--- config.mk ---
export PLATFORM = sky130hd
export DESIGN_NAME = cw305_crypto_sequencer
export DESIGN_NICKNAME = d
export VERILOG_FILES = /design/src/rtl/cw305_seq_pkg.sv /design/src/rtl/cw305_seq_timer.sv /design/src/rtl/cw305_crypto_sequencer.sv
export SDC_FILE = /design/constraint.sdc
export NUM_CORES = 2
export LEC_CHECK = 0
export ABC_AREA = 1
export CORE_AREA = 2 2 322 324
export DETAILED_ROUTE_END_ITERATION = 10
export DIE_AREA = 0 0 324 326
export GPL_TIMING_DRIVEN = 0
export PLACE_DENSITY = 0.47
export SYNTH_ARGS = -nofsm -noshare
export SYNTH_HDL_FRONTEND = slang
export SYNTH_SLANG_ARGS = --single-unit
--- constraint.sdc ---
create_clock -name crypto_clk -period 18.4 [get_ports crypto_clk]
set_input_delay 2.76 -clock crypto_clk [delete_from_list [all_inputs] [get_ports crypto_clk]]
set_output_delay 2.76 -clock crypto_clk [all_outputs]
set_load 0.005 [all_outputs]
--- src/rtl/cw305_seq_pkg.sv ---
// Shared encodings and helpers for the CW305 crypto-core batch sequencer.
package cw305_seq_pkg;

    typedef enum logic [1:0] {
        MODE_SINGLE = 2'd0,
        MODE_FIXED  = 2'd1,
        MODE_CHAIN  = 2'd2,
        MODE_INCR   = 2'd3
    } seq_mode_e;

    typedef enum logic [1:0] {
        S_IDLE     = 2'd0,
        S_WAIT_RDY = 2'd1,
        S_RUN      = 2'd2,
        S_GAP      = 2'd3
    } seq_state_e;

    // Per-op timeout limit in cycles for a counter of the given width.
    function automatic logic [63:0] timeout_limit(input int unsigned width);
        return (64'd1 << width) - 64'd1;
    endfunction

endpackage

--- src/rtl/cw305_seq_timer.sv ---
// Loadable down-counter that parks at zero; used for the inter-op gap and the per-op timeout.
module cw305_seq_timer #(
    parameter int pWIDTH = 16
) (
    input  logic              crypto_clk,
    input  logic              reset_i,
    input  logic              load,
    input  logic [pWIDTH-1:0] load_value,
    input  logic              enable,
    output logic              zero
);

    logic [pWIDTH-1:0] count;

    // NOTE: clocked state is always assigned with <= so every register samples pre-edge values.
    always_ff @(posedge crypto_clk or posedge reset_i) begin
        if (reset_i) begin
            count <= '0;
        end else if (load) begin
            count <= load_value;
        end else if (enable && !zero) begin
            count <= count - pWIDTH'(1);
        end
    end

    assign zero = (count == '0);

endmodule

--- src/rtl/cw305_crypto_sequencer.sv ---
// Batch sequencer between the register block and a crypto core: launches N ops per start,
// chains or increments the text, inserts a gap, drives the scope trigger, and aborts on timeout.
module cw305_crypto_sequencer
    import cw305_seq_pkg::*;
#(
    parameter int pPT_WIDTH      = 128,
    parameter int pCT_WIDTH      = 128,
    parameter int pKEY_WIDTH     = 128,
    parameter int pCOUNT_WIDTH   = 16,
    parameter int pDELAY_WIDTH   = 16,
    parameter int pTIMEOUT_WIDTH = 24
) (
    input  logic                    crypto_clk,
    input  logic                    reset_i,
    input  logic                    I_start,
    input  logic                    I_abort,
    input  logic [1:0]              I_mode,
    input  logic [pCOUNT_WIDTH-1:0] I_count,
    input  logic [pDELAY_WIDTH-1:0] I_gap,
    input  logic [pKEY_WIDTH-1:0]   I_key,
    input  logic [pPT_WIDTH-1:0]    I_textin,
    output logic                    O_core_start,
    output logic [pKEY_WIDTH-1:0]   O_core_key,
    output logic [pPT_WIDTH-1:0]    O_core_text,
    input  logic                    I_core_ready,
    input  logic                    I_core_done,
    input  logic                    I_core_busy,
    input  logic [pCT_WIDTH-1:0]    I_core_cipher,
    output logic [pCT_WIDTH-1:0]    O_cipherout,
    output logic [pCOUNT_WIDTH-1:0] O_remaining,
    output logic                    O_busy,
    output logic                    O_done,
    output logic                    O_timeout,
    output logic                    O_trigger
);

    localparam logic [pTIMEOUT_WIDTH-1:0] TMO_RELOAD =
        pTIMEOUT_WIDTH'(timeout_limit(pTIMEOUT_WIDTH) - 64'd1);

    seq_state_e              state, next_state;
    seq_mode_e               mode_q;
    logic [pDELAY_WIDTH-1:0] gap_q;
    logic                    run_first;
    logic                    accept_start, launch, op_complete, batch_end, op_timeout, abort_now;
    logic                    op_active, run_done, gap_zero, tmo_zero, gap_load, tmo_load;
    logic [pCOUNT_WIDTH-1:0] start_count;
    logic [pPT_WIDTH-1:0]    next_text;

    assign op_active = (state == S_WAIT_RDY) || (state == S_RUN);
    // The first RUN cycle is skipped so a done level left over from the previous op is not taken.
    assign run_done  = (state == S_RUN) && !run_first && I_core_done && !I_core_busy;
    assign O_busy    = (state != S_IDLE);

    assign start_count = ((seq_mode_e'(I_mode) == MODE_SINGLE) || (I_count == '0))
                         ? pCOUNT_WIDTH'(1) : I_count;

    always_comb begin
        // NOTE: every signal written here gets a default first, so no path can infer a latch.
        next_state   = state;
        accept_start = 1'b0;
        launch       = 1'b0;
        op_complete  = 1'b0;
        batch_end    = 1'b0;
        op_timeout   = 1'b0;
        abort_now    = 1'b0;
        unique case (state)
            S_IDLE: begin
                if (I_start) begin
                    accept_start = 1'b1;
                    next_state   = S_WAIT_RDY;
                end
            end
            S_WAIT_RDY: begin
                if (I_core_ready) begin
                    launch     = 1'b1;
                    next_state = S_RUN;
                end
            end
            S_RUN: begin
                if (run_done) begin
                    op_complete = 1'b1;
                    if (O_remaining == pCOUNT_WIDTH'(1)) begin
                        batch_end  = 1'b1;
                        next_state = S_IDLE;
                    end else if (gap_q != '0) begin
                        next_state = S_GAP;
                    end else begin
                        next_state = S_WAIT_RDY;
                    end
                end
            end
            S_GAP: begin
                if (gap_zero) next_state = S_WAIT_RDY;
            end
            default: next_state = S_IDLE;
        endcase

        if (op_active && tmo_zero && !op_complete) begin
            launch     = 1'b0;
            op_timeout = 1'b1;
            next_state = S_IDLE;
        end

        if ((state != S_IDLE) && I_abort) begin
            launch      = 1'b0;
            op_complete = 1'b0;
            batch_end   = 1'b0;
            op_timeout  = 1'b0;
            abort_now   = 1'b1;
            next_state  = S_IDLE;
        end
    end

    always_comb begin
        next_text = O_core_text;
        unique case (mode_q)
            MODE_CHAIN: next_text = pPT_WIDTH'(I_core_cipher);
            MODE_INCR:  next_text = O_core_text + pPT_WIDTH'(1);
            default:    next_text = O_core_text;
        endcase
    end

    always_ff @(posedge crypto_clk or posedge reset_i) begin
        if (reset_i) state <= S_IDLE;
        else         state <= next_state;
    end

    always_ff @(posedge crypto_clk or posedge reset_i) begin
        if (reset_i) begin
            mode_q       <= MODE_SINGLE;
            gap_q        <= '0;
            run_first    <= 1'b0;
            O_core_start <= 1'b0;
            O_core_key   <= '0;
            O_core_text  <= '0;
            O_cipherout  <= '0;
            O_remaining  <= '0;
            O_done       <= 1'b0;
            O_timeout    <= 1'b0;
            O_trigger    <= 1'b0;
        end else begin
            O_core_start <= launch;
            O_done       <= batch_end;
            run_first    <= launch;
            if (accept_start) begin
                mode_q      <= seq_mode_e'(I_mode);
                gap_q       <= I_gap;
                O_core_key  <= I_key;
                O_core_text <= I_textin;
                O_remaining <= start_count;
                O_timeout   <= 1'b0;
            end
            if (launch) O_trigger <= 1'b1;
            if (op_complete) begin
                O_cipherout <= I_core_cipher;
                O_trigger   <= 1'b0;
                O_remaining <= O_remaining - pCOUNT_WIDTH'(1);
                if (!batch_end) O_core_text <= next_text;
            end
            if (op_timeout) begin
                O_timeout <= 1'b1;
                O_trigger <= 1'b0;
            end
            if (abort_now) begin
                O_trigger   <= 1'b0;
                O_remaining <= '0;
            end
        end
    end

    assign gap_load = (next_state == S_GAP) && (state != S_GAP);
    assign tmo_load = (next_state == S_WAIT_RDY) && (state != S_WAIT_RDY);

    cw305_seq_timer #(.pWIDTH(pDELAY_WIDTH)) u_gap_timer (
        .crypto_clk (crypto_clk),
        .reset_i    (reset_i),
        .load       (gap_load),
        .load_value (gap_q - pDELAY_WIDTH'(1)),
        .enable     (state == S_GAP),
        .zero       (gap_zero)
    );

    cw305_seq_timer #(.pWIDTH(pTIMEOUT_WIDTH)) u_timeout_timer (
        .crypto_clk (crypto_clk),
        .reset_i    (reset_i),
        .load       (tmo_load),
        .load_value (TMO_RELOAD),
        .enable     (op_active),
        .zero       (tmo_zero)
    );

endmodule
==> qor.csv <==
metric,value,unit
Layout Utilization,0.383,
DP HPWL,141000,µm
xor-xnor portion of the synthesized cell area,0.0338,
"Warnings, synthesis",0,
Peak VDD IR,0.0000752,V
mapped cell area,27000,µm²
CP Data Arrival Time,7.30,ns
Main synth FF type,dfrtp_1,
fmax,0.149,GHz
flop2flop setup slack,13.49,ns
Sw Pwr,2.81,mW
R2R Path End,O_core_text[13],
largest net degree at the start of global routing,94,
crit share post-route,0.365,
Clock Power Share,0.202,
Sw Share,0.439,
portion of netlist area occupied by mux cells,0,
share of cells above drive strength 1,0.0396,
syn_area_per_cell,7.06,µm²
WHS Path Cells,2,
first-pass GRT wire length,237000,µm
sequential area share after synthesis,0.430,
worst clock skew,0.0234,ns
Hold WS,0.470,ns
RSZ-0062 raised after global routing,false,
DRC,0,
Via Count,31300,
Die ar.,106000,µm²
min-delay src,O_cipherout[116],
CP Class,primary input to flip-flop,
vias in the first global route,30200,
clock tree buffer depth,3,
CTS sink count,464,
core area,103000,µm²
"FFs w/ async S/R, synth",1.00,
detailed-route vias per instance,5.07,
Wirelength per Cell,28.0,µm
Die Span Y,326,µm
status,"finished, final reports clean",
internal power,3.59,mW
Final WS setup,11.69,ns
Hold Path Class,flip-flop to flip-flop,
area grow syn2layout,45.7,%
# nets final,5156,
clk_lat worst skew,0.69,ns
Starting Density,0.263,
number of synthesized register bits,464,
initial detailed-routing violation count,3333,
post-CTS sizing,0,
Worst Path Max Fanout,10,
CTS tree,done,
PD cells,163,nW/µm²
Final min period,6.71,ns
Hold EP,O_cipherout[116],
H-tree depth,2,
grt ovf,0,
final setup fails,0,
largest family of logic cells by synthesized area,simple AND/OR/NAND/NOR gates,
DIE WIDTH,324,µm
Rel. slew slack,0.115,
IO Port Bufs,829,
row count,118,
DRT Pass-1 Iters,5,
Setup WS pre-CTS,11.08,ns
Synth Area in Adders,0.00510,
"Hold Vio Cnt, Final",0,
# IOs,830,
crit start category,primary input,
initial antenna violation count,22,
Final GP Congestion,1.02,
Post-CTS Setup Inserts,0,
Flop pwr share,0.306,
Synth Area in Compound Gates,0.140,
"antenna viol nets, final",0,
combinational power share,0.493,
Leak,17.0,nW
max-cap viol count,0,
clock buffer count from CTS,60,
synth unique cells,50,
simple-gate share of the synthesized area,0.321,
cell count after synthesis,3824,
hold buffer count at cts,0,
R2R Path Start,state[0],
Routed WL,173000,µm
most area-consuming cells after synthesis,"dfrtp_1 43%, nand2_1 20%, o21ai_0 5.9%",
Worst Tran Pin Value,1.33,ns
cells on worst reg2reg path,12,
clock root buffer,clkbuf_16,
syn nets,4260,
post-synth top area cell,dfrtp_1,
number of synthesized flops with an enable pin,0,
CP Capture Type,flip-flop,
CP Data Required Time,18.99,ns
Worst-path clk slew,0.06,ns
GRT Util Overall,0.318,
post-synth top area share,0.430,
fin. max-slew vios,0,
Final Total Pwr,6.41,mW
==> synthesized netlist by cell type (4+ instances only) <==
cell         n
nand3_1    130
dfrtp_1    464
buf_2       10
buf_1       12
nand3b_1     4
a21boi_0    36
o21ai_1     21
nand4_1     68
inv_1      296
xor2_1      97
ha_1        11
o21ai_0    318
nor4_1      29
o22ai_1     44
nor3_1     100
a21oi_1    152
nand2_2      8
inv_2        7
clkbuf_1   155
nor2_2      10
xnor2_1      7
nand3_2      6
o211ai_1    64
o221ai_1    14
nor2_1     279
nand2_1   1424
nor2_4      12
==> placed cells by master, fill, tap and decap left out, types with 7 or more instances in the layout <==
master	count
nand2_1	1424
clkdlybuf4s50_1	829
dfrtp_1	464
o21ai_0	318
inv_1	295
nor2_1	279
clkbuf_1	162
a21oi_1	152
nand3_1	130
nor3_1	100
xor2_1	97
nand4_1	68
o211ai_1	64
clkbuf_16	60
o22ai_1	44
a21boi_0	36
nor4_1	29
o21ai_1	21
clkbuf_8	18
o221ai_1	14
diode_2	13
clkinv_2	13
buf_1	12
nor2_4	12
ha_1	11
nor2_2	10
buf_2	10
nand2_2	8
inv_2	7
xnor2_1	7
==> flip-flops by register name (all words and copies together), names as in the netlist <==
| signal | count |
|---|---|
| mode_q | 2 |
| O_trigger | 1 |
| u_gap_timer.count | 16 |
| O_done | 1 |
| O_core_text | 128 |
| O_core_key | 128 |
| state | 2 |
| O_timeout | 1 |
| run_first | 1 |
| O_cipherout | 128 |
| gap_q | 16 |
| u_timeout_timer.count | 24 |
| O_remaining | 16 |
==> area by class of cell <==
class / count / area (µm²)
Antenna cell: 13 / 32.5
Buffer: 182 / 727
Clock buffer: 86 / 1780
Clock inverter: 28 / 344
Fill cell: 11100 / 63300
Inverter: 306 / 1160
Multi-Input combinational cell: 2872 / 13500
Sequential cell: 464 / 11600
Tap cell: 1380 / 1730
Timing Repair Buffer: 834 / 8440
==> stage by stage <==
step	cells	TNS, ns	cell area [µm²]
6_report	6165	0	39300
5_1_grt	6164	0	39300
3_3_place_gp	6033	-2526.78	37000
2_1_floorplan	3824	0	27000
4_1_cts	6152	0	39300
3_5_place_dp	6038	0	37200
==> routing by layer <==
metal | vias to the layer above | wire [µm] | track usage
li1 | 14300 | - | -
met5 | - | 27 | 0
met3 | 222 | 14600 | 0.0675
met1 | 15300 | 74200 | 0.434
met4 | 4 | 5210 | 0.0963
met2 | 1509 | 78700 | 0.502
==> kinds of logic after synthesis <==
logic type | Yosys count
buffers and inverters | 488
flip-flops | 464
AND/OR/NAND/NOR | 2086
adder cells (fa/ha/maj) | 11
XOR/XNOR | 104
AO/OA/AOI/OAI | 671
==> worst max path at each step <==
stage	endpoint	cells after the start	startpoint	slack, ns
floorplan	O_cipherout[0]	1	reset_i	2.70
global placement	O_cipherout[91]	2	reset_i	-5.59
detailed placement	O_core_text[13]	10	I_abort	11.08
CTS	O_core_text[13]	10	I_abort	11.79
global route	O_core_text[70]	11	I_abort	11.76
finish	O_core_text[13]	10	I_abort	11.69
==> power groups by stage <==
stage | logic, mW | registers (mW) | clock network [mW]
final | 3.16 | 1.96 | 1.29
after global routing | 3.41 | 2.01 | 1.35
after CTS | 3.14 | 1.94 | 1.31
after detailed placement | 3.12 | 1.95 | 0
after global placement | 3.11 | 1.95 | 0
after floorplan | 1.34 | 1.85 | 0
==> worst max-delay path, stage by stage <==
cell             delay [ns]
clkdlybuf4s50_1        0.51
nand2_1                0.24
inv_1                  0.12
nor2_1                 0.86
nand2_1                0.68
clkinv_1               0.45
buf_2                  0.41
clkbuf_1               0.84
o211ai_1               0.19
o221ai_1               0.22
(Power assumes the default switching activity.)
